<file path="src/rtl/dmem_arb_pkg.sv">
// Shared types and defaults for the data-memory arbiter that lets a secondary
// bus master use the openMSP430 data RAM on cycles the core leaves idle.
package dmem_arb_pkg;

    // Who drove the RAM in the previous cycle; selects where ram_dout goes.
    typedef enum logic [1:0] {
        NONE    = 2'd0,
        CPU     = 2'd1,
        HOST_RD = 2'd2,
        HOST_WR = 2'd3
    } owner_t;

    localparam int DEFAULT_AW       = 10;
    localparam int DEFAULT_WAIT_MAX = 255;

endpackage

</file>
<file path="src/rtl/dmem_arbiter.sv">
// Core-priority arbiter for the single-port data RAM: the core path is a pure
// combinational pass-through, the host is served only on core-idle cycles.
module dmem_arbiter
    import dmem_arb_pkg::*;
#(
    parameter int AW       = DEFAULT_AW,
    parameter int WAIT_MAX = DEFAULT_WAIT_MAX
) (
    input  logic          mclk,
    input  logic          puc_rst,

    input  logic          cpu_cen,
    input  logic [1:0]    cpu_wen,
    input  logic [AW-1:0] cpu_addr,
    input  logic [15:0]   cpu_din,
    output logic [15:0]   cpu_dout,

    input  logic          host_req,
    input  logic          host_we,
    input  logic [1:0]    host_be,
    input  logic [AW-1:0] host_addr,
    input  logic [15:0]   host_wdata,
    output logic          host_gnt,
    output logic          host_rvalid,
    output logic [15:0]   host_rdata,
    output logic          host_starved,
    input  logic          starve_clr,

    output logic          ram_cen,
    output logic [1:0]    ram_wen,
    output logic [AW-1:0] ram_addr,
    output logic [15:0]   ram_din,
    input  logic [15:0]   ram_dout
);

    localparam int                CW         = $clog2(WAIT_MAX + 1);
    localparam logic [CW-1:0]     WAIT_MAX_C = CW'(WAIT_MAX);

    owner_t          owner_q, owner_d;
    logic [15:0]     cpu_hold_q, cpu_hold_d;
    logic [CW-1:0]   wait_cnt_q, wait_cnt_d;
    logic            starved_q, starved_d;

    // Grant and RAM steering; the core never sees an added cycle.
    always_comb begin
        host_gnt = host_req & cpu_cen & ~puc_rst;
        ram_cen  = 1'b1;
        ram_wen  = 2'b11;
        ram_addr = cpu_addr;
        ram_din  = cpu_din;
        if (!cpu_cen) begin
            ram_cen = 1'b0;
            ram_wen = cpu_wen;
        end else if (host_gnt) begin
            ram_cen  = 1'b0;
            ram_wen  = host_we ? ~host_be : 2'b11;
            ram_addr = host_addr;
            ram_din  = host_wdata;
        end
    end

    always_comb begin
        owner_d = NONE;
        if (!cpu_cen) begin
            owner_d = CPU;
        end else if (host_gnt) begin
            owner_d = host_we ? HOST_WR : HOST_RD;
        end
    end

    // Keep the core's last read word so host traffic cannot overwrite it.
    always_comb begin
        cpu_hold_d = cpu_hold_q;
        if (owner_q == CPU) begin
            cpu_hold_d = ram_dout;
        end
    end

    always_comb begin
        wait_cnt_d = wait_cnt_q;
        starved_d  = starved_q;
        if (starve_clr) begin
            wait_cnt_d = '0;
            starved_d  = 1'b0;
        end else begin
            if (host_gnt) begin
                wait_cnt_d = '0;
            end else if (host_req && (wait_cnt_q != WAIT_MAX_C)) begin
                wait_cnt_d = wait_cnt_q + CW'(1);
            end
            if (wait_cnt_d == WAIT_MAX_C) begin
                starved_d = 1'b1;
            end
        end
    end

    always_ff @(posedge mclk or posedge puc_rst) begin
        if (puc_rst) begin
            owner_q    <= NONE;
            cpu_hold_q <= 16'h0000;
            wait_cnt_q <= '0;
            starved_q  <= 1'b0;
        end else begin
            owner_q    <= owner_d;
            cpu_hold_q <= cpu_hold_d;
            wait_cnt_q <= wait_cnt_d;
            starved_q  <= starved_d;
        end
    end

    always_comb begin
        cpu_dout     = (owner_q == CPU) ? ram_dout : cpu_hold_q;
        host_rvalid  = (owner_q == HOST_RD);
        host_rdata   = ram_dout;
        host_starved = starved_q;
    end

endmodule

</file>
<file path="config.mk">
export PLATFORM = sky130hd
export DESIGN_NAME = dmem_arbiter
export DESIGN_NICKNAME = d
export VERILOG_FILES = /design/src/rtl/dmem_arb_pkg.sv /design/src/rtl/dmem_arbiter.sv
export SDC_FILE = /design/constraint.sdc
export NUM_CORES = 1
export LEC_CHECK = 0
export ABC_AREA = 1
export CAP_MARGIN = 20
export CORE_MARGIN = 4
export CORE_UTILIZATION = 33
export DETAILED_ROUTE_END_ITERATION = 7
export PLACE_DENSITY = 0.81
export SLEW_MARGIN = 40
export SYNTH_ARGS = -nofsm -noshare
export SYNTH_HDL_FRONTEND = slang
export SYNTH_SLANG_ARGS = --single-unit
</file>
<file path="constraint.sdc">
create_clock -name mclk -period 3 [get_ports mclk]
set_input_delay 0.75 -clock mclk [delete_from_list [all_inputs] [get_ports mclk]]
set_output_delay 0.75 -clock mclk [all_outputs]
set_load 0.05 [all_outputs]
</file>
Word-level counts from Yosys, hierarchy flattened
Index checks and enable logic that the tools add are counted.
{"block": "classes", "n_addsub": 1, "n_eq_ne": 4, "mux": 19, "bitwise_logic": 4, "n_reduce_logical": 2}
{"cell": "$mux 16", "count": 3}
{"cell": "$mux 8", "count": 4}
{"cell": "$mux 10", "count": 2}
{"cell": "$mux 2", "count": 5}
{"cell": "$add 8x1->8 const B", "count": 1}
{"cell": "$eq 8x8->1 const B", "count": 1}
{"cell": "$ne 8x8->1 const B", "count": 1}
{"cell": "$mux 1", "count": 5}
{"cell": "$and 1x1->1", "count": 2}
{"cell": "$eq 2x1->1 const B", "count": 1}
{"cell": "$eq 2x2->1 const B", "count": 1}
{"cell": "$not 2->2", "count": 1}
{"cell": "$reduce_bool 2->1", "count": 1}
{"cell": "$logic_and 1x1->1", "count": 1}
{"cell": "$not 1->1", "count": 1}
{"block": "totals", "reg_bits": 27, "inputBits": 78, "out_inout_bits": 64, "word_cells": 34}

Longest topological paths before layout
Gate-level depths: netlist of run 1.
{"block": "logic_depth", "ltp_word": 8, "depth_mapped": 11, "mapped_depth_nobuf": 11}

Worst setup path after synthesis of run 1
OpenSTA, ideal clock, no wires.
{"block": "synth_path", "path_type": "input-to-output", "start": "input puc_rst", "end": "output ram_din[10]", "t_arrival_ns": 2.497, "required_ns": 2.250, "path_slack_ns": -0.247, "cell_stages": 6, "path_buffers": 1, "cell_sequence": "inv_1 nand3_4 inv_1 buf_2 nand2_1 nand2_1"}
{"block": "synth_via", "elab_chain_cells": 4}
{"item": "start: declaration", "line": "dmem_arbiter.sv:10", "rtl": "input logic puc_rst,"}
{"item": "$not 1->1", "line": "dmem_arbiter.sv:46", "rtl": "host_gnt = host_req & cpu_cen & ~puc_rst;"}
{"item": "$and 1x1->1", "line": "dmem_arbiter.sv:46"}
{"item": "named net host_gnt", "line": "dmem_arbiter.sv:23", "rtl": "output logic host_gnt,"}
{"item": "$mux 16", "line": "dmem_arbiter.sv:54", "rtl": "end else if (host_gnt) begin"}
{"item": "$mux 16", "line": "dmem_arbiter.sv:51", "rtl": "if (!cpu_cen) begin"}
{"item": "end: declaration", "line": "dmem_arbiter.sv:32", "rtl": "output logic [15:0] ram_din,"}
The timed path passes the listed nets, and every way through them passes these cells.

Final worst setup path of run 1
{"block": "layout_path", "start": "input puc_rst", "end": "output ram_wen[0]"}
{"block": "layout_via", "elab_chain_cells": 4}
{"item": "$not 1->1", "line": "dmem_arbiter.sv:46"}
{"item": "$and 1x1->1", "line": "dmem_arbiter.sv:46"}
{"item": "$mux 2", "line": "dmem_arbiter.sv:54"}
{"item": "$mux 2", "line": "dmem_arbiter.sv:51"}
{"item": "end: declaration", "line": "dmem_arbiter.sv:30", "rtl": "output logic [1:0] ram_wen,"}
Every way passes these cells.

==> results_dict.tcl, run 1 <==
set metrics [dict create \
    drt-met1-wl_um 1930 \
    total_power_mw 1.38 \
    required_ns 2.25 \
    grt_pass1_wl_um 9150 \
    grtUsageTotal 0.177 \
    hold_viol_final 0 \
    synth_warnings 0 \
    gr-total-overflow 0 \
    netlist_area_um2 1770 \
    antennaDiodeCount 0 \
    numCtsBuffers 3 \
    cts.path.max_buffers 2 \
    topRoutingLayerUsed "met4" \
    arrival_ns 2.11 \
    start_util 0.343 \
    ys_ff_latch 27 \
    r2r_start "wait_cnt_q[0]$_DFF_PP0_" \
    wl_per_cell_um 13.5 \
    critPathCaptureType "output pin" \
    rr_endpoint "host_starved$_DFFE_PP0P_" \
    root_buffer "clkbuf_8" \
    min_path_type "flop to flop" \
    fmax_mhz 350 \
    rsz0062_at_grt "false" \
    ys_types 23 \
    via_count 2019 \
    synth_nets 318 \
    drv_slew 0 \
    antenna_found_initial 0 \
    die_w_um 81.1 \
    h-tree-depth 1 \
    leakagePower_nw 1.74 \
    route.detailed.drc 0 \
    synthCells 239 \
    powerDensity_nw_per_um2 379 \
    critical_path_class "input pin to output pin" \
    maxSlewHeadroom 0.562 \
    worst_pin_slew_ns 0.655 \
    nets 446 \
    maxCapViolCount 0 \
    post_cts_resized 0 \
    fin_crit_sh 0.952 \
    clkSinkCount 27 \
    routabilityCongestion 0.848 \
    dp_hpwl_um 5040 \
    wl_um 5890 \
    cts_setup_buffers 0 \
    fin_skew_ns 0.00346 \
    area_growth_syn_to_layout_pct 106 \
    hold_buffers 0 \
    setup_viol 0 \
    mostFrequentLayoutCells "108 x nand2_1, 79 x clkdlybuf4s50_1, 46 x buf_12" \
    min_period_ns 2.86 \
    ant_nets 0 \
    met2RoutedLength_um 3220 \
    reg2reg_setup_slack_ns 1.37 \
    fin_setup_tns_ns 0 \
    avgViaCountPerCell 4.63 \
    ff2ff_path_depth 11 \
    start_kind "input pin" \
    seq_area_frac_synth 0.383 \
    min_to "host_starved$_DFFE_PP0P_" \
    whs_path_depth 2 \
    drive_gt1_frac 0.281 \
    final_common_cell "nand2_1" \
    io_pins 142 \
    clk-insertion-delay-late_ns 0.27 \
    clk_pin_slew_ns 0.10 \
    die_area_um2 6580 \
    core_area_um2 5140 \
    hp-start "host_starved$_DFFE_PP0P_" \
    syn_avg_cell_area_um2 7.39 \
    num_rows 26 \
    outcome "finished, final reports clean" \
    grt_max_degree 30 \
    vdd_ir_drop_max_mv 0.194 \
    worst-path-max-fanout 15 \
    tritoncts "built" \
    io_buffers 141 \
    drt_pass1_iterations 7 \
    die_height_um 81.1 \
    grt_pass1_vias 2038 \
    drt-initial-drc-count 166 \
    wl_met3_um 645 \
]
==> cell usage after synthesis, drive strengths merged <==
master / instances / share of area
xor2: 1 / 0.0050
a21oi: 2 / 0.0057
o211ai: 1 / 0.0043
clkbuf: 2 / 0.0043
nand2: 113 / 0.25
nand4: 1 / 0.0035
inv: 15 / 0.032
a31oi: 1 / 0.0035
dfrtp: 27 / 0.38
mux2: 16 / 0.10
nor3: 3 / 0.0085
nand3: 12 / 0.044
nor2: 21 / 0.059
ha: 1 / 0.0071
buf: 23 / 0.089
==> how the worst max path moves through the flow <==
stage	startpoint	end	slack (ns)	cells past startpoint
finish	puc_rst	ram_wen[0]	0.14	7
CTS	puc_rst	ram_din[14]	0.07	7
global route	puc_rst	ram_wen[0]	0.07	7
global placement	puc_rst	ram_din[4]	0.12	7
floorplan	puc_rst	ram_wen[1]	0.06	7
detailed placement	puc_rst	ram_din[14]	0.08	7
==> sequential cells by signal, indices dropped and copies added (netlist names) <==
name,count
cpu_hold_q,16
wait_cnt_q,8
owner_q,2
host_starved,1
==> per-layer routing <==
metal,global-route usage,vias to the layer above
li1,-,979
met1,0.183,918
met2,0.345,114
met3,0.0543,8
met4,0.0389,0
met5,0,-
==> through the flow <==
step / util / setup WS, ns / instances / area, um^2 / hold slack [ns]
3_3_place_gp: 0.698 / 0.120 / 432 / 3590 / 0.466
6_report: 0.708 / 0.143 / 436 / 3640 / 0.491
3_5_place_dp: 0.698 / 0.0848 / 432 / 3590 / 0.476
2_1_floorplan: - / 0.0595 / 239 / 1780 / 0.588
5_1_grt: 0.708 / 0.0660 / 436 / 3640 / 0.521
4_1_cts: 0.707 / 0.0685 / 436 / 3630 / 0.499
==> cells by family (layout without fill, tap and decap cells) <==
logic type	count (synthesis)	count (layout)	synth area share
and+or+nand+nor	150	150	0.365
buffers and inverters	40	167	0.125
DFF	27	27	0.383
muxes	16	16	0.102
AOI/OAI and AO/OA	4	4	0.0135
adders and majority gates	1	1	0.00709
xor gates and xnor gates	1	1	0.00496
==> critical path, stage by stage <==
cell	delay, ns
clkdlybuf4s50_1	0.51
clkinvlp_4	0.14
nand3_4	0.08
inv_1	0.08
buf_4	0.19
a31oi_2	0.19
buf_12	0.17
==> power breakdown <==
part / leakage, nW / switching (mW) / internal (mW)
clock: 0.0217 / 0.119 / 0.0943
sequential: 0.336 / 0.00897 / 0.394
combinational: 1.38 / 0.395 / 0.368
total: 1.74 / 0.523 / 0.856
==> final cells by class <==
class                           count  area [um^2]
Inverter                           15         60.1
Sequential cell                    27          676
Clock buffer                        3         41.3
Multi-Input combinational cell    172          878
Timing Repair Buffer              148         1890
Clock inverter                      1         7.51
Tap cell                           70         87.6
Fill cell                         395         1500
(Power assumes the default switching activity.)
==> run 2, diff against run 1 <==
--- a/config.mk
+++ b/config.mk
@@ -8,9 +8,9 @@
 export ABC_AREA = 1
 export CAP_MARGIN = 20
 export CORE_MARGIN = 4
-export CORE_UTILIZATION = 33
+export CORE_UTILIZATION = 30
 export DETAILED_ROUTE_END_ITERATION = 7
-export PLACE_DENSITY = 0.81
+export PLACE_DENSITY = 0.75
 export SLEW_MARGIN = 40
 export SYNTH_ARGS = -nofsm -noshare
 export SYNTH_HDL_FRONTEND = slang
==> run 2 against run 1 <==
Compared with the run above:
- clock power down 8%
- setup slack got worse by 0.049 ns
- maximum frequency shrank 1.7%
- non-clock buffer count rose by 1
- clock-buffer cell count increased by 1
- critical path type unchanged
- largest cell class unchanged
- highest routed layer unchanged
==> results_dict.tcl, run 2 (same netlist as run 1, synthesis figures left out) <==
set metrics [dict create \
    h-tree-depth 1 \
    dp_hpwl_um 5260 \
    critPathTopFamily "buffers and inverters" \
    die_height_um 84.7 \
    antennaDiodeCount 0 \
    grt_max_degree 28 \
    area_growth_syn_to_layout_pct 106 \
    grtUsageTotal 0.159 \
    fmax_mhz 344 \
    setup_viol 0 \
    fin_setup_tns_ns 0 \
    clk-insertion-delay-late_ns 0.26 \
    leakagePower_nw 1.75 \
    nets 447 \
    final_common_cell "nand2_1" \
    whs_path_depth 2 \
    drive_gt1_frac 0.281 \
    route.detailed.drc 0 \
    post_cts_resized 0 \
    wl_um 6000 \
    min_to "host_starved$_DFFE_PP0P_" \
    hp-start "host_starved$_DFFE_PP0P_" \
    via_count 1950 \
    multiInputGateArea_um2 878 \
    tritoncts "built" \
    maxCapViolCount 0 \
    whs_ns 0.498 \
    largest_reg_flops 16 \
    fin_crit_sh 0.969 \
    start_util 0.315 \
    drt-initial-drc-count 87 \
    outcome "finished, final reports clean" \
    routabilityCongestion 0.860 \
    gr-total-overflow 0 \
    top_regs "cpu_hold_q (16), wait_cnt_q (8), owner_q (2)" \
    io_buffers 141 \
    slowest_delay_ns 0.52 \
    drv_slew 0 \
    critical_path_class "input pin to output pin" \
    grt_pass1_vias 1926 \
    worstPathCellList "clkdlybuf4s50_1, clkinvlp_4, nand3_4, inv_1, buf_4, a31oi_2, buf_12" \
    avgViaCountPerCell 4.44 \
    cts.path.max_buffers 2 \
    clkSinkCount 27 \
    fin_util 0.649 \
    ff2ff_path_depth 10 \
    numCtsBuffers 3 \
    min_path_type "flop to flop" \
    num_rows 27 \
    nFillCells 486 \
    rsz0062_at_grt "false" \
    mostFrequentLayoutCells "108 x nand2_1, 79 x clkdlybuf4s50_1, 46 x buf_12" \
    die_area_um2 7180 \
    rr_endpoint "host_starved$_DFFE_PP0P_" \
    r2r_start "wait_cnt_q[0]$_DFF_PP0_" \
    antenna_found_initial 0 \
    io_pins 142 \
    maxSlewHeadroom 0.547 \
    cp_slowest_cell "clkdlybuf4s50_1" \
    hold_buffers 0 \
    cts_setup_buffers 0 \
    clk_pin_slew_ns 0.08 \
    ant_nets 0 \
    arrival_ns 2.16 \
    ff_latch_area_um2 676 \
    core_area_um2 5610 \
    critPathBufInv 5 \
    required_ns 2.25 \
    critPathCaptureType "output pin" \
    worst-path-max-fanout 10 \
    regMostFlops "cpu_hold_q" \
    fin_skew_ns 0.00233 \
    vdd_ir_drop_max_mv 0.246 \
    wl_per_cell_um 13.7 \
    start_kind "input pin" \
    min_period_ns 2.91 \
    powerDensity_nw_per_um2 375 \
    reg2reg_setup_slack_ns 1.40 \
    hold_viol_final 0 \
    root_buffer "clkbuf_8" \
    grt_pass1_wl_um 9250 \
    die_w_um 84.7 \
    drt_pass1_iterations 5 \
    worst_pin_slew_ns 0.678 \
]
## run 2: metrics by stage
| step | total power [mW] | cells | instance area, um^2 | worst slack [ns] |
|---|---|---|---|---|
| 5_1_grt | 1.43 | 439 | 3640 | 0.00874 |
| 6_report | 1.37 | 439 | 3640 | 0.0939 |
| 4_1_cts | 1.39 | 439 | 3640 | 0.0646 |
| 3_3_place_gp | 1.17 | 435 | 3600 | 0.132 |
| 3_5_place_dp | 1.18 | 435 | 3600 | 0.0640 |
| 2_1_floorplan | 0.777 | 239 | 1780 | 0.0595 |
## run 2: how the worst max path moves through the flow
stage | cells past startpoint | to | from | slack (ns)
floorplan | 7 | ram_wen[1] | puc_rst | 0.06
global placement | 7 | ram_wen[0] | puc_rst | 0.13
detailed placement | 7 | ram_wen[0] | puc_rst | 0.06
CTS | 7 | ram_wen[0] | puc_rst | 0.06
global route | 7 | ram_wen[0] | puc_rst | 0.009
finish | 7 | ram_wen[0] | puc_rst | 0.09
## run 2: layout make-up
class	instances	share of cell area
Timing Repair Buffer	149	0.520
Sequential cell	27	0.186
Inverter	15	0.0165
Multi-Input combinational cell	172	0.241
Clock buffer	4	0.0124
Tap cell	72	0.0247
## run 2: routing by layer
metal | up-vias | wire length [um] | GRT usage | part of all wire
met4 | 0 | 116 | 0.0432 | 0.019
met5 | - | 0 | 0 | 0
met3 | 10 | 659 | 0.0608 | 0.11
met1 | 862 | 2040 | 0.161 | 0.34
li1 | 977 | - | - | -
met2 | 101 | 3190 | 0.302 | 0.53
## run 2: tightest hold or removal path, stage by stage, from the launching register on
cell and delay [ns]:
dfrtp_1 0.36, nand2_1 0.06, nand2_1 0.05
## run 2: where the power goes
group	total (mW)	switching [mW]	internal, mW
Sequential	0.402	0.00840	0.394
Combinational	0.767	0.398	0.368
Clock	0.197	0.103	0.0948
Total	1.37	0.509	0.857
==> run 3, diff against run 2 <==
--- a/config.mk
+++ b/config.mk
@@ -7,10 +7,13 @@
 export LEC_CHECK = 0
 export ABC_AREA = 1
 export CAP_MARGIN = 20
+export CELL_PAD_IN_SITES_DETAIL_PLACEMENT = 1
+export CELL_PAD_IN_SITES_GLOBAL_PLACEMENT = 2
 export CORE_MARGIN = 4
-export CORE_UTILIZATION = 30
+export CORE_UTILIZATION = 16
 export DETAILED_ROUTE_END_ITERATION = 7
-export PLACE_DENSITY = 0.75
+export PLACE_DENSITY_LB_ADDON = 0.1
+export SKIP_CTS_REPAIR_TIMING = 1
 export SLEW_MARGIN = 40
 export SYNTH_ARGS = -nofsm -noshare
 export SYNTH_HDL_FRONTEND = slang
==> run 3 against run 2 <==
Compared with the run above:
- routed wire length up 11%
- sequential share of layout area is 0.53 points lower
- maximum frequency rose by 1.3%
- core utilization shrank 30 points
- setup slack improved by 0.038 ns
- critical endpoint unchanged
- largest cell class unchanged
==> results_dict.tcl, run 3 (same netlist as run 1, synthesis figures left out) <==
set metrics [dict create \
    outcome "finished, final reports clean" \
    slowest_delay_ns 0.52 \
    hold_viol_final 0 \
    critPathCaptureType "output pin" \
    worst_pin_slew_ns 0.711 \
    grt_max_degree 28 \
    drt_pass1_iterations 4 \
    worstPathCellList "clkdlybuf4s50_1, clkinvlp_4, nand3_4, inv_1, buf_12, a31oi_2, buf_12" \
    critPathBufInv 5 \
    whs_ns 0.500 \
    drt-initial-drc-count 12 \
    io_buffers 141 \
    avgViaCountPerCell 3.86 \
    setup_viol 0 \
    antenna_found_initial 0 \
    fin_skew_ns 0.00824 \
    antennaDiodeCount 0 \
    io_pins 142 \
    clkSinkCount 27 \
    vdd_ir_drop_max_mv 0.217 \
    clk_pin_slew_ns 0.10 \
    p_clk_frac 0.155 \
    dp_hpwl_um 5670 \
    die_w_um 113 \
    largest_reg_flops 16 \
    grt_pass1_wl_um 10800 \
    start_kind "input pin" \
    area_growth_syn_to_layout_pct 112 \
    route.detailed.drc 0 \
    final_common_cell "nand2_1" \
    maxSlewHeadroom 0.525 \
    p_seq_frac 0.290 \
    worst-path-max-fanout 24 \
    rsz0062_at_grt "false" \
    leakagePower_nw 1.75 \
    min_path_type "flop to flop" \
    wl_um 6640 \
    fin_crit_sh 0.956 \
    regMostFlops "cpu_hold_q" \
    ant_nets 0 \
    gr-total-overflow 0 \
    powerDensity_nw_per_um2 370 \
    p_switching_mw 0.527 \
    cts.path.max_buffers 2 \
    drv_slew 0 \
    path_depth 7 \
    critPathTopFamily "buffers and inverters" \
    drive_gt1_frac 0.281 \
    die_height_um 113 \
    min_period_ns 2.87 \
    arrival_ns 2.12 \
    p_int_mw 0.859 \
    ff2ff_path_depth 11 \
    whs_path_depth 2 \
    grtUsageTotal 0.104 \
    grt_pass1_vias 2170 \
    timing.final.ws_setup_ns 0.132 \
    path_common_cell "buf_12" \
    routabilityCongestion 0.676 \
    required_ns 2.25 \
    critical_path_class "input pin to output pin" \
    nets 446 \
    via_count 1955 \
    cp_slowest_cell "clkdlybuf4s50_1" \
    h-tree-depth 1 \
    num_rows 38 \
    wl_per_cell_um 13.1 \
    combPwrFrac 0.555 \
    dp_slack_ns 0.131 \
    start_util 0.163 \
    mostFrequentLayoutCells "108 x nand2_1, 79 x clkdlybuf4s50_1, 48 x buf_12" \
    fmax_mhz 349 \
    tritoncts "built" \
    core_area_um2 10800 \
    root_buffer "clkbuf_8" \
    numCtsBuffers 3 \
    die_area_um2 12800 \
    top_regs "cpu_hold_q (16), wait_cnt_q (8), owner_q (2)" \
    clk-insertion-delay-late_ns 0.28 \
    fin_setup_tns_ns 0 \
    switching_share 0.380 \
    maxCapViolCount 0 \
]
==> run 3: path summary, 6_finish.rpt <==
path                                               start                        to  slack, ns
worst max-delay path                             puc_rst                ram_wen[0]       0.13
worst min-delay path            host_starved$_DFFE_PP0P_  host_starved$_DFFE_PP0P_       0.50
worst max register to register   wait_cnt_q[0]$_DFF_PP0_  host_starved$_DFFE_PP0P_       1.40
worst min register to register  host_starved$_DFFE_PP0P_  host_starved$_DFFE_PP0P_       0.50
max in group asynchronous                        puc_rst   wait_cnt_q[3]$_DFF_PP0_       1.76
min in group asynchronous                        puc_rst   cpu_hold_q[1]$_DFF_PP0_       0.97
==> run 3: through the flow <==
stage / power [mW] / instance area [um^2] / std cells / utilization
final: 1.39 / 3750 / 506 / 0.346
after global routing: 1.46 / 3750 / 506 / 0.346
after detailed placement: 1.19 / 3700 / 502 / 0.341
after floorplan: 0.777 / 1780 / 239 / -
after CTS: 1.41 / 3750 / 506 / 0.346
after global placement: 1.18 / 3700 / 502 / 0.341
==> run 3: cell type report <==
cell class | count | area [um^2]
timing repair buffer | 148 | 1910
clock buffer | 3 | 41.3
tap | 140 | 175
multi-input combinational | 172 | 878
clock inverter | 1 | 7.51
inverter | 15 | 60.1
fill | 1287 | 7090
sequential | 27 | 676
==> run 3: tightest hold or removal path: stages, from the launching register on <==
cell	delay [ns]
dfrtp_1	0.36
nand2_1	0.05
nand2_1	0.06
==> run 3: metal layers <==
layer  global-route usage  vias up  share of wire
met1                0.110      893           0.36
met2                0.181       81           0.50
met4               0.0168        0         0.0051
li1                     -      979              -
met5                    0        -              0
met3               0.0604        2           0.14
==> run 3: power by group through the flow <==
stage                     Sequential (mW)  Clock, mW  Combinational (mW)
final                               0.402      0.215               0.769
after global placement              0.408          0               0.776
after detailed placement            0.410          0               0.780
after floorplan                     0.407          0               0.370
after CTS                           0.402      0.230               0.781
after global routing                0.406      0.243               0.807
